==> src/rtl/fetch_queue_pkg.sv <==
// Shared widths and the packed entry layout for the fetch queue.
package fetch_queue_pkg;

    localparam int unsigned ADDR_LEN    = 32;
    localparam int unsigned INSN_LEN    = 32;
    localparam int unsigned GSH_BHR_LEN = 10;
    localparam int unsigned FQ_DEPTH    = 8;
    localparam int unsigned FQ_PTR_LEN  = 3;
    localparam int unsigned FQ_ENT_LEN  = INSN_LEN + ADDR_LEN * 2 + 1 + GSH_BHR_LEN;

    typedef struct packed {
        logic [INSN_LEN-1:0]    inst;
        logic [ADDR_LEN-1:0]    pc;
        logic [ADDR_LEN-1:0]    npc;
        logic                   pred;
        logic [GSH_BHR_LEN-1:0] bhr;
    } fq_entry_t;

endpackage

==> src/rtl/fetch_queue_storage.sv <==
// Entry array for the fetch queue: two write ports, two asynchronous read ports.
module fq_storage #(
    parameter int unsigned DEPTH = 8,
    parameter int unsigned PTR_W = 3,
    parameter int unsigned WIDTH = 8
) (
    input  logic             clk,
    input  logic             we1,
    input  logic             we2,
    input  logic [PTR_W-1:0] waddr1,
    input  logic [PTR_W-1:0] waddr2,
    input  logic [WIDTH-1:0] wdata1,
    input  logic [WIDTH-1:0] wdata2,
    input  logic [PTR_W-1:0] raddr1,
    input  logic [PTR_W-1:0] raddr2,
    output logic [WIDTH-1:0] rdata1,
    output logic [WIDTH-1:0] rdata2
);

    logic [WIDTH-1:0] mem_q [DEPTH];

    // Write addresses are always wptr and wptr+1, so the ports never collide.
    always_ff @(posedge clk) begin
        for (int i = 0; i < int'(DEPTH); i++) begin
            if (we1 && waddr1 == PTR_W'(i)) begin
                mem_q[i] <= wdata1;
            end else if (we2 && waddr2 == PTR_W'(i)) begin
                mem_q[i] <= wdata2;
            end
        end
    end

    assign rdata1 = mem_q[raddr1];
    assign rdata2 = mem_q[raddr2];

endmodule

==> src/rtl/fetch_queue.sv <==
// Instruction buffer between fetch and decode: pair enqueue, up-to-two dequeue, flush.
module fetch_queue
    import fetch_queue_pkg::*;
#(
    parameter int unsigned DEPTH = FQ_DEPTH,
    parameter int unsigned PTR_W = FQ_PTR_LEN
) (
    input  logic                   clk,
    input  logic                   reset,
    input  logic                   flush,
    input  logic                   enq_valid,
    input  logic [ADDR_LEN-1:0]    enq_pc,
    input  logic [INSN_LEN-1:0]    enq_inst1,
    input  logic [INSN_LEN-1:0]    enq_inst2,
    input  logic                   enq_invalid2,
    input  logic                   enq_pred,
    input  logic [ADDR_LEN-1:0]    enq_npc,
    input  logic [GSH_BHR_LEN-1:0] enq_bhr,
    output logic                   enq_ready,
    output logic                   deq_valid1,
    output logic                   deq_valid2,
    output logic [INSN_LEN-1:0]    deq_inst1,
    output logic [INSN_LEN-1:0]    deq_inst2,
    output logic [ADDR_LEN-1:0]    deq_pc1,
    output logic [ADDR_LEN-1:0]    deq_pc2,
    output logic                   deq_pred1,
    output logic                   deq_pred2,
    output logic [ADDR_LEN-1:0]    deq_npc1,
    output logic [ADDR_LEN-1:0]    deq_npc2,
    output logic [GSH_BHR_LEN-1:0] deq_bhr1,
    output logic [GSH_BHR_LEN-1:0] deq_bhr2,
    input  logic                   deq_ready,
    output logic [PTR_W:0]         count
);

    localparam logic [PTR_W:0] ReadyMax = (PTR_W + 1)'(DEPTH - 2);

    logic [PTR_W-1:0] wptr_q, wptr_d, rptr_q, rptr_d;
    logic [PTR_W:0]   count_q, count_d;
    logic             do_enq;
    logic [1:0]       nenq, ndeq;
    fq_entry_t        wr1, wr2, rd1, rd2;

    assign enq_ready  = count_q <= ReadyMax;
    assign do_enq     = enq_valid && enq_ready && !flush;
    assign deq_valid1 = (count_q != '0) && !flush;
    assign deq_valid2 = (count_q >= (PTR_W + 1)'(2)) && !flush;
    assign count      = count_q;

    always_comb begin
        nenq = 2'd0;
        ndeq = 2'd0;
        if (do_enq) begin
            nenq = enq_invalid2 ? 2'd1 : 2'd2;
        end
        if (deq_ready) begin
            ndeq = {1'b0, deq_valid1} + {1'b0, deq_valid2};
        end
        wptr_d  = wptr_q + PTR_W'(nenq);
        rptr_d  = rptr_q + PTR_W'(ndeq);
        count_d = count_q + (PTR_W + 1)'(nenq) - (PTR_W + 1)'(ndeq);
    end

    always_ff @(posedge clk) begin
        if (reset || flush) begin
            wptr_q  <= '0;
            rptr_q  <= '0;
            count_q <= '0;
        end else begin
            wptr_q  <= wptr_d;
            rptr_q  <= rptr_d;
            count_q <= count_d;
        end
    end

    // Only the last enqueued entry carries fetch's prediction; an earlier one falls through.
    always_comb begin
        wr1.inst = enq_inst1;
        wr1.pc   = enq_pc;
        wr1.pred = enq_invalid2 ? enq_pred : 1'b0;
        wr1.npc  = enq_invalid2 ? enq_npc : enq_pc + ADDR_LEN'(4);
        wr1.bhr  = enq_bhr;
        wr2.inst = enq_inst2;
        wr2.pc   = enq_pc + ADDR_LEN'(4);
        wr2.pred = enq_pred;
        wr2.npc  = enq_npc;
        wr2.bhr  = enq_bhr;
    end

    fq_storage #(
        .DEPTH (DEPTH),
        .PTR_W (PTR_W),
        .WIDTH (FQ_ENT_LEN)
    ) u_storage (
        .clk    (clk),
        .we1    (do_enq),
        .we2    (do_enq && !enq_invalid2),
        .waddr1 (wptr_q),
        .waddr2 (wptr_q + PTR_W'(1)),
        .wdata1 (wr1),
        .wdata2 (wr2),
        .raddr1 (rptr_q),
        .raddr2 (rptr_q + PTR_W'(1)),
        .rdata1 (rd1),
        .rdata2 (rd2)
    );

    always_comb begin
        deq_inst1 = deq_valid1 ? rd1.inst : '0;
        deq_pc1   = deq_valid1 ? rd1.pc   : '0;
        deq_pred1 = deq_valid1 ? rd1.pred : 1'b0;
        deq_npc1  = deq_valid1 ? rd1.npc  : '0;
        deq_bhr1  = deq_valid1 ? rd1.bhr  : '0;
        deq_inst2 = deq_valid2 ? rd2.inst : '0;
        deq_pc2   = deq_valid2 ? rd2.pc   : '0;
        deq_pred2 = deq_valid2 ? rd2.pred : 1'b0;
        deq_npc2  = deq_valid2 ? rd2.npc  : '0;
        deq_bhr2  = deq_valid2 ? rd2.bhr  : '0;
    end

endmodule

==> config.mk <==
export PLATFORM = sky130hd
export DESIGN_NAME = fetch_queue
export DESIGN_NICKNAME = d
export VERILOG_FILES = /design/src/rtl/fetch_queue_pkg.sv /design/src/rtl/fetch_queue_storage.sv /design/src/rtl/fetch_queue.sv
export SDC_FILE = /design/constraint.sdc
export NUM_CORES = 2
export LEC_CHECK = 0
export ABC_AREA = 1
export ABC_CLOCK_PERIOD_IN_PS = 11810
export BUFFER_PORTS_ARGS = -buffer_cell sky130_fd_sc_hd__clkbuf_2
export CAP_MARGIN = 25
export CORE_ASPECT_RATIO = 2
export CORE_UTILIZATION = 45
export DETAILED_ROUTE_END_ITERATION = 8
export HOLD_SLACK_MARGIN = 0.03
export SYNTH_ARGS = -nofsm -noshare
export SYNTH_HDL_FRONTEND = slang
export SYNTH_SLANG_ARGS = --single-unit
export TNS_END_PERCENT = 1
==> constraint.sdc <==
create_clock -name clk -period 11.81 [get_ports clk]
set_clock_uncertainty 0.2 [all_clocks]
set_input_delay 2.362 -clock clk [delete_from_list [all_inputs] [get_ports clk]]
set_output_delay 2.362 -clock clk [all_outputs]
set_load 0.02 [all_outputs]
### After elaboration in Yosys (flattened, before gate mapping)

Memory sizes are Yosys's and may differ from the RTL's. A register that Yosys moved wholly into a read port is not among the register bits.
Cells that the tools add are included.
W data, S select, Z words.

| storage, ports and cells | value |
|---|---|
| bits in writable memories | 856 |
| word-level logic and storage cells | 151 |
| input bits | 145 |
| memories kept | 1 |
| register bits after elaboration | 10 |

Memory list:

| name | depth | width | rd ports | clocked after Yosys merged registers in | write ports | RTL line | source |
|---|---|---|---|---|---|---|---|
| u_storage.mem_q | 8 | 107 | 2 | 1 | 2 | fetch_queue_storage.sv:20 | `logic [WIDTH-1:0] mem_q [DEPTH];` |

| operators by class | value |
|---|---|
| reductions and logical operators | 33 |
| equal/unequal tests | 14 |
| magnitude comparators | 2 |
| bitwise operators | 8 |
| muxes and demuxes | 82 |
| add/sub/neg operators | 8 |

Operators by type and width:

| operator | number |
|---|---|
| $mux W107 | 14 |
| $reduce_or A107 Y1 | 6 |
| $mux W32 | 7 |
| $mux W1 | 49 |
| $add A32 B3 Y32 const B | 1 |
| $eq A3 B3 Y1 const B | 8 |
| $logic_and A1 B1 Y1 | 21 |
| $mux W3 | 7 |
| $mux W10 | 2 |
| $eq A3 B2 Y1 const B | 4 |
| $or A1 B1 Y1 | 8 |
| $add A3 B1 Y3 const B | 2 |
| $add A3 B2 Y3 | 2 |
| $eq A3 B1 Y1 const B | 2 |
| $logic_not A3 Y1 | 2 |
| $mux W2 | 3 |
| $add A4 B2 Y4 | 1 |
| $ge A4 B2 Y1 const B | 1 |
| $le A4 B3 Y1 const B | 1 |
| $reduce_bool A4 Y1 | 1 |
| $sub A4 B2 Y4 | 1 |
| $add A1 B1 Y2 | 1 |
| $logic_not A1 Y1 | 2 |
| $logic_or A1 B1 Y1 | 1 |

### Longest topological paths before layout

| logic depth | value |
|---|---|
| word-level depth | 13 |
| depth in mapped cells | 17 |
| gate-level depth less buffers | 15 |

### Cells and area by module

From an unflattened synthesis, not the netlist that was laid out.

| unflattened totals | value |
|---|---|
| cells, all modules | 8658 |
| area, all modules | 59061.6 um2 |

By module, submodules not included:

| module | cells an instance | area an instance (um2) | sequential area each (um2) | times used |
|---|---|---|---|---|
| fq_storage | 7848 | 55314.3 | 25704.7 | 1 |
| fetch_queue | 810 | 3747.3 | 200.2 | 1 |

### Worst setup path before layout

OpenSTA, ideal clock, no wires.

| timing | value |
|---|---|
| path kind | input-to-reg |
| start point | input port enq_valid |
| end point | memory u_storage.mem_q[0][0] (netlist bit) (enable) |
| library setup time | 720 ps |
| buffers on the path | 0 |
| stages | 6 |
| setup slack | 623 ps |
| required time | 10890 ps |
| data arrival time | 10267 ps |
| path through | inv_1 > nor2_2 > nand3_2 > inv_1 > nand2_1 > o21ai_0 |

RTL lines:

| item | RTL line | source |
|---|---|---|
| start, declared | fetch_queue.sv:11 | `input logic enq_valid,` |
| end, declared | fetch_queue_storage.sv:20 |  |

### Worst setup path after layout

| timing | value |
|---|---|
| start point | register rptr_q[1] |
| end point | output port deq_pc2[3] |

| between the ends | value |
|---|---|
| longest elaborated chain between the ends | 3 |

RTL lines:

| item | RTL line | source |
|---|---|---|
| start, declared | fetch_queue.sv:38 | `logic [PTR_W-1:0] wptr_q, wptr_d, rptr_q, rptr_d;` |
| start signal, assigned | fetch_queue.sv:71 | `rptr_q <= rptr_d;` |
| $add A3 B1 Y3 | fetch_queue.sv:103 | `.raddr2 (rptr_q + PTR_W'(1)),` |
| $mem_v2 Z8 W107 | -- |  |
| $mux W32 | fetch_queue.sv:115 | `deq_pc2 = deq_valid2 ? rd2.pc : '0;` |
| end, declared | fetch_queue.sv:25 | `output logic [ADDR_LEN-1:0] deq_pc2,` |

Every way passes these cells.

==> results.toml <==
[die]
rows = 176
dieHeight_um = 482.5
ios = 366
core_mm2 = 0.1147
die_x_um = 242.3
initial_core_util = 0.4528
die-area_mm2 = 0.1169

[logic_synthesis]
synth_nets = 6693
synth_top_area_cell = "edfxtp_1"
synth.most_common_cell = "o21ai_0"
ys_ff_latch = 866
synth_edf_count = 856
ys_top_cells_by_area = "edfxtp_1 (49%), o21ai_0 (15%), nand2_1 (9.9%)"
ys_async_sr_fraction = 0
synth_top_cell_area_share = 0.4948
synth.top_cells.by_count = "o21ai_0 (1530), nand2_1 (1364), edfxtp_1 (856)"
ys.flop_type = "edfxtp_1"
synth_cell_types = 38
syn_area_mm2 = 0.05195
yosysWarningCount = 0
syn_inst = 6531
seq_area_frac_synth = 0.4986
synth.avg_cell_area_um2 = 7.955

[global_routing]
grt_max_degree = 246
track_usage = 0.3244
grt_pass1_vias = 45238
grt_pass1_wl_um = 282900
globalRouteOverflowTotal = 0
grt_antenna_before_repair = 17

[status]
status = "finished, final reports clean"

[cells_and_area]
layout.cells.non_filler = 8062
nets = 6635
n_fill_cell = 10944
stdcell_area_mm2 = 0.05645
syn_to_final_growth_pct = 8.655
drive_gt1_frac = 0.1154

[power_and_ir_drop]
total_power_mw = 8.442
irDropWorstVdd_mv = 0.1412
p_per_area_mw_per_mm2 = 149.5
power_leakage_nw = 21.25

[sta]
fin_crit_ns = 8.224
post-route-period-util = 0.6964
rsz0062_at_grt = "no"
setup_violations = 0
tightest_slew_ns = 1.147
maxSlewHeadroom = 0.2352
report.final.slew_viol_count = 0
hold_ws_ns = 0.4146
setup-tns-final_ns = 0
max_freq_mhz = 121.6
hold_viol_final = 0

[clock_tree]
cts_buffers = 84
clkTransAtPathRegs_ns = 0.06
hold_buffers = 0
cts_setup_buffers = 0
clockBufferDepth = 3
post_cts_resize_count = 0
cts.htree.levels = 3
root_buffer = "clkbuf_16"
cts.sinks = 866
cts_tree = "done"
clock_latency_ns = 0.70

[setup_path]
start_kind = "register"
worstPathMaxFanout = 88
path_class = "register to primary output"
arrival_ns = 5.66
critPathRequiredTime_ns = 9.25
crit_path_end_kind = "primary output"

[place]
place_hpwl_um = 117500
gp_congestion = 0.8940
placedCellCount = 7894
place_area_mm2 = 0.05361
portBuffers = 365

[route]
routed_wl_um = 194300
drt_iter0_markers = 4303
wire_per_inst_um = 24.10
antenna_left = 0
drc = 0
via_per_inst = 5.950
firstDrtPassIters = 7
via_count = 47968

[hold_path]
hold_class = "register to register"

[flow_run]
drv.max_cap_violation_count = 0
cell type report:
type	instances	area, µm²	share of cell area
sequential	866	25910	0.4590
clock inverter	49	422.9	0.007491
antenna	7	17.52	0.0003103
multi-input combinational	4719	21970	0.3891
timing repair buffer	447	2638	0.04672
tap	1513	1893	0.03353
clock buffer	106	2247	0.03981
inverter	355	1355	0.02400
cells by family (layout without fill, tap and decap cells):
logic type / count (synthesis) / in the layout / share of synthesized area
AO/OA/AOI/OAI: 2358 / 2358 / 0.2276
XOR/XNOR: 18 / 18 / 0.003179
adder cells (fa/ha/maj): 17 / 17 / 0.004672
buffers and inverters: 946 / 957 / 0.08123
flip-flops: 866 / 866 / 0.4986
other: 0 / 7 / 0
AND/OR/NAND/NOR: 2326 / 2326 / 0.1848
layout by cell type (no fill, tap or decap), types with 3 or more instances in the layout:
cell type | Yosys | routed
nor2_2 | 9 | 9
bufinv_16 | 0 | 6
o21ai_0 | 1530 | 1524
ha_1 | 13 | 12
nand2_1 | 1364 | 1359
fa_1 | 4 | 4
nor2_1 | 483 | 483
inv_6 | 0 | 5
xnor2_1 | 4 | 4
o21ai_4 | 0 | 7
clkinv_4 | 0 | 4
nand3_1 | 211 | 211
inv_2 | 9 | 6
a31oi_1 | 3 | 3
a21oi_1 | 645 | 645
clkbuf_1 | 252 | 18
clkbuf_2 | 3 | 365
clkinvlp_4 | 0 | 4
or2_2 | 118 | 118
nor2_4 | 4 | 4
buf_12 | 0 | 6
clkinv_1 | 0 | 16
diode_2 | 0 | 7
inv_1 | 345 | 343
nand2_4 | 4 | 9
buf_16 | 0 | 6
buf_4 | 37 | 70
xor2_1 | 13 | 13
clkbuf_16 | 0 | 86
clkinv_2 | 1 | 17
dfxtp_1 | 10 | 8
nor3_1 | 107 | 107
edfxtp_1 | 856 | 856
o21ai_1 | 175 | 175
nand2_2 | 18 | 18
flip-flops by register name (all words and copies together) (netlist names):
| register | flops |
|---|---|
| count | 4 |
| rptr_q | 3 |
| u_storage.mem_q | 856 |
| wptr_q | 3 |
critical path, stage by stage, from the launching register on:
cell and delay (ns):
dfxtp_4 0.93, ha_4 0.70, buf_4 0.84, buf_4 0.95
o21ai_0 0.19, o21ai_0 0.21, a21oi_1 0.08, nor3_1 0.63
clkbuf_2 0.30
power breakdown:
group          internal, mW  switching (mW)
registers              3.47          0.0372
clock network          1.48            1.25
logic                 0.593            1.60
total                  5.55            2.89
layer usage:
metal	GRT usage	vias to the layer above	routed length (µm)	part of all wire
li1	-	22264	-	-
met1	0.3652	22816	69880	0.36
met2	0.5715	2308	96650	0.50
met3	0.04688	558	15000	0.077
met4	0.2128	22	12660	0.065
met5	0	-	141	0.00073
metrics by stage:
step | utilization | worst slack (ns)
final | 0.4920 | 3.586
after detailed placement | 0.4672 | 4.288
after floorplan | - | 0.6225
after CTS | 0.4905 | 3.616
after global routing | 0.4920 | 3.403
after global placement | 0.4668 | 4.104
final timing paths:
kind              from                endpoint  slack [ns]  cells after the start
min          wptr_q[2]               wptr_q[2]        0.41                      3
max reg2reg   count[3]  u_storage.mem_q[6][67]        7.23                     11
max          rptr_q[1]              deq_pc2[3]        3.59                      8
min reg2reg  wptr_q[2]               wptr_q[2]        0.41                      3
(Power assumes the default switching activity.)
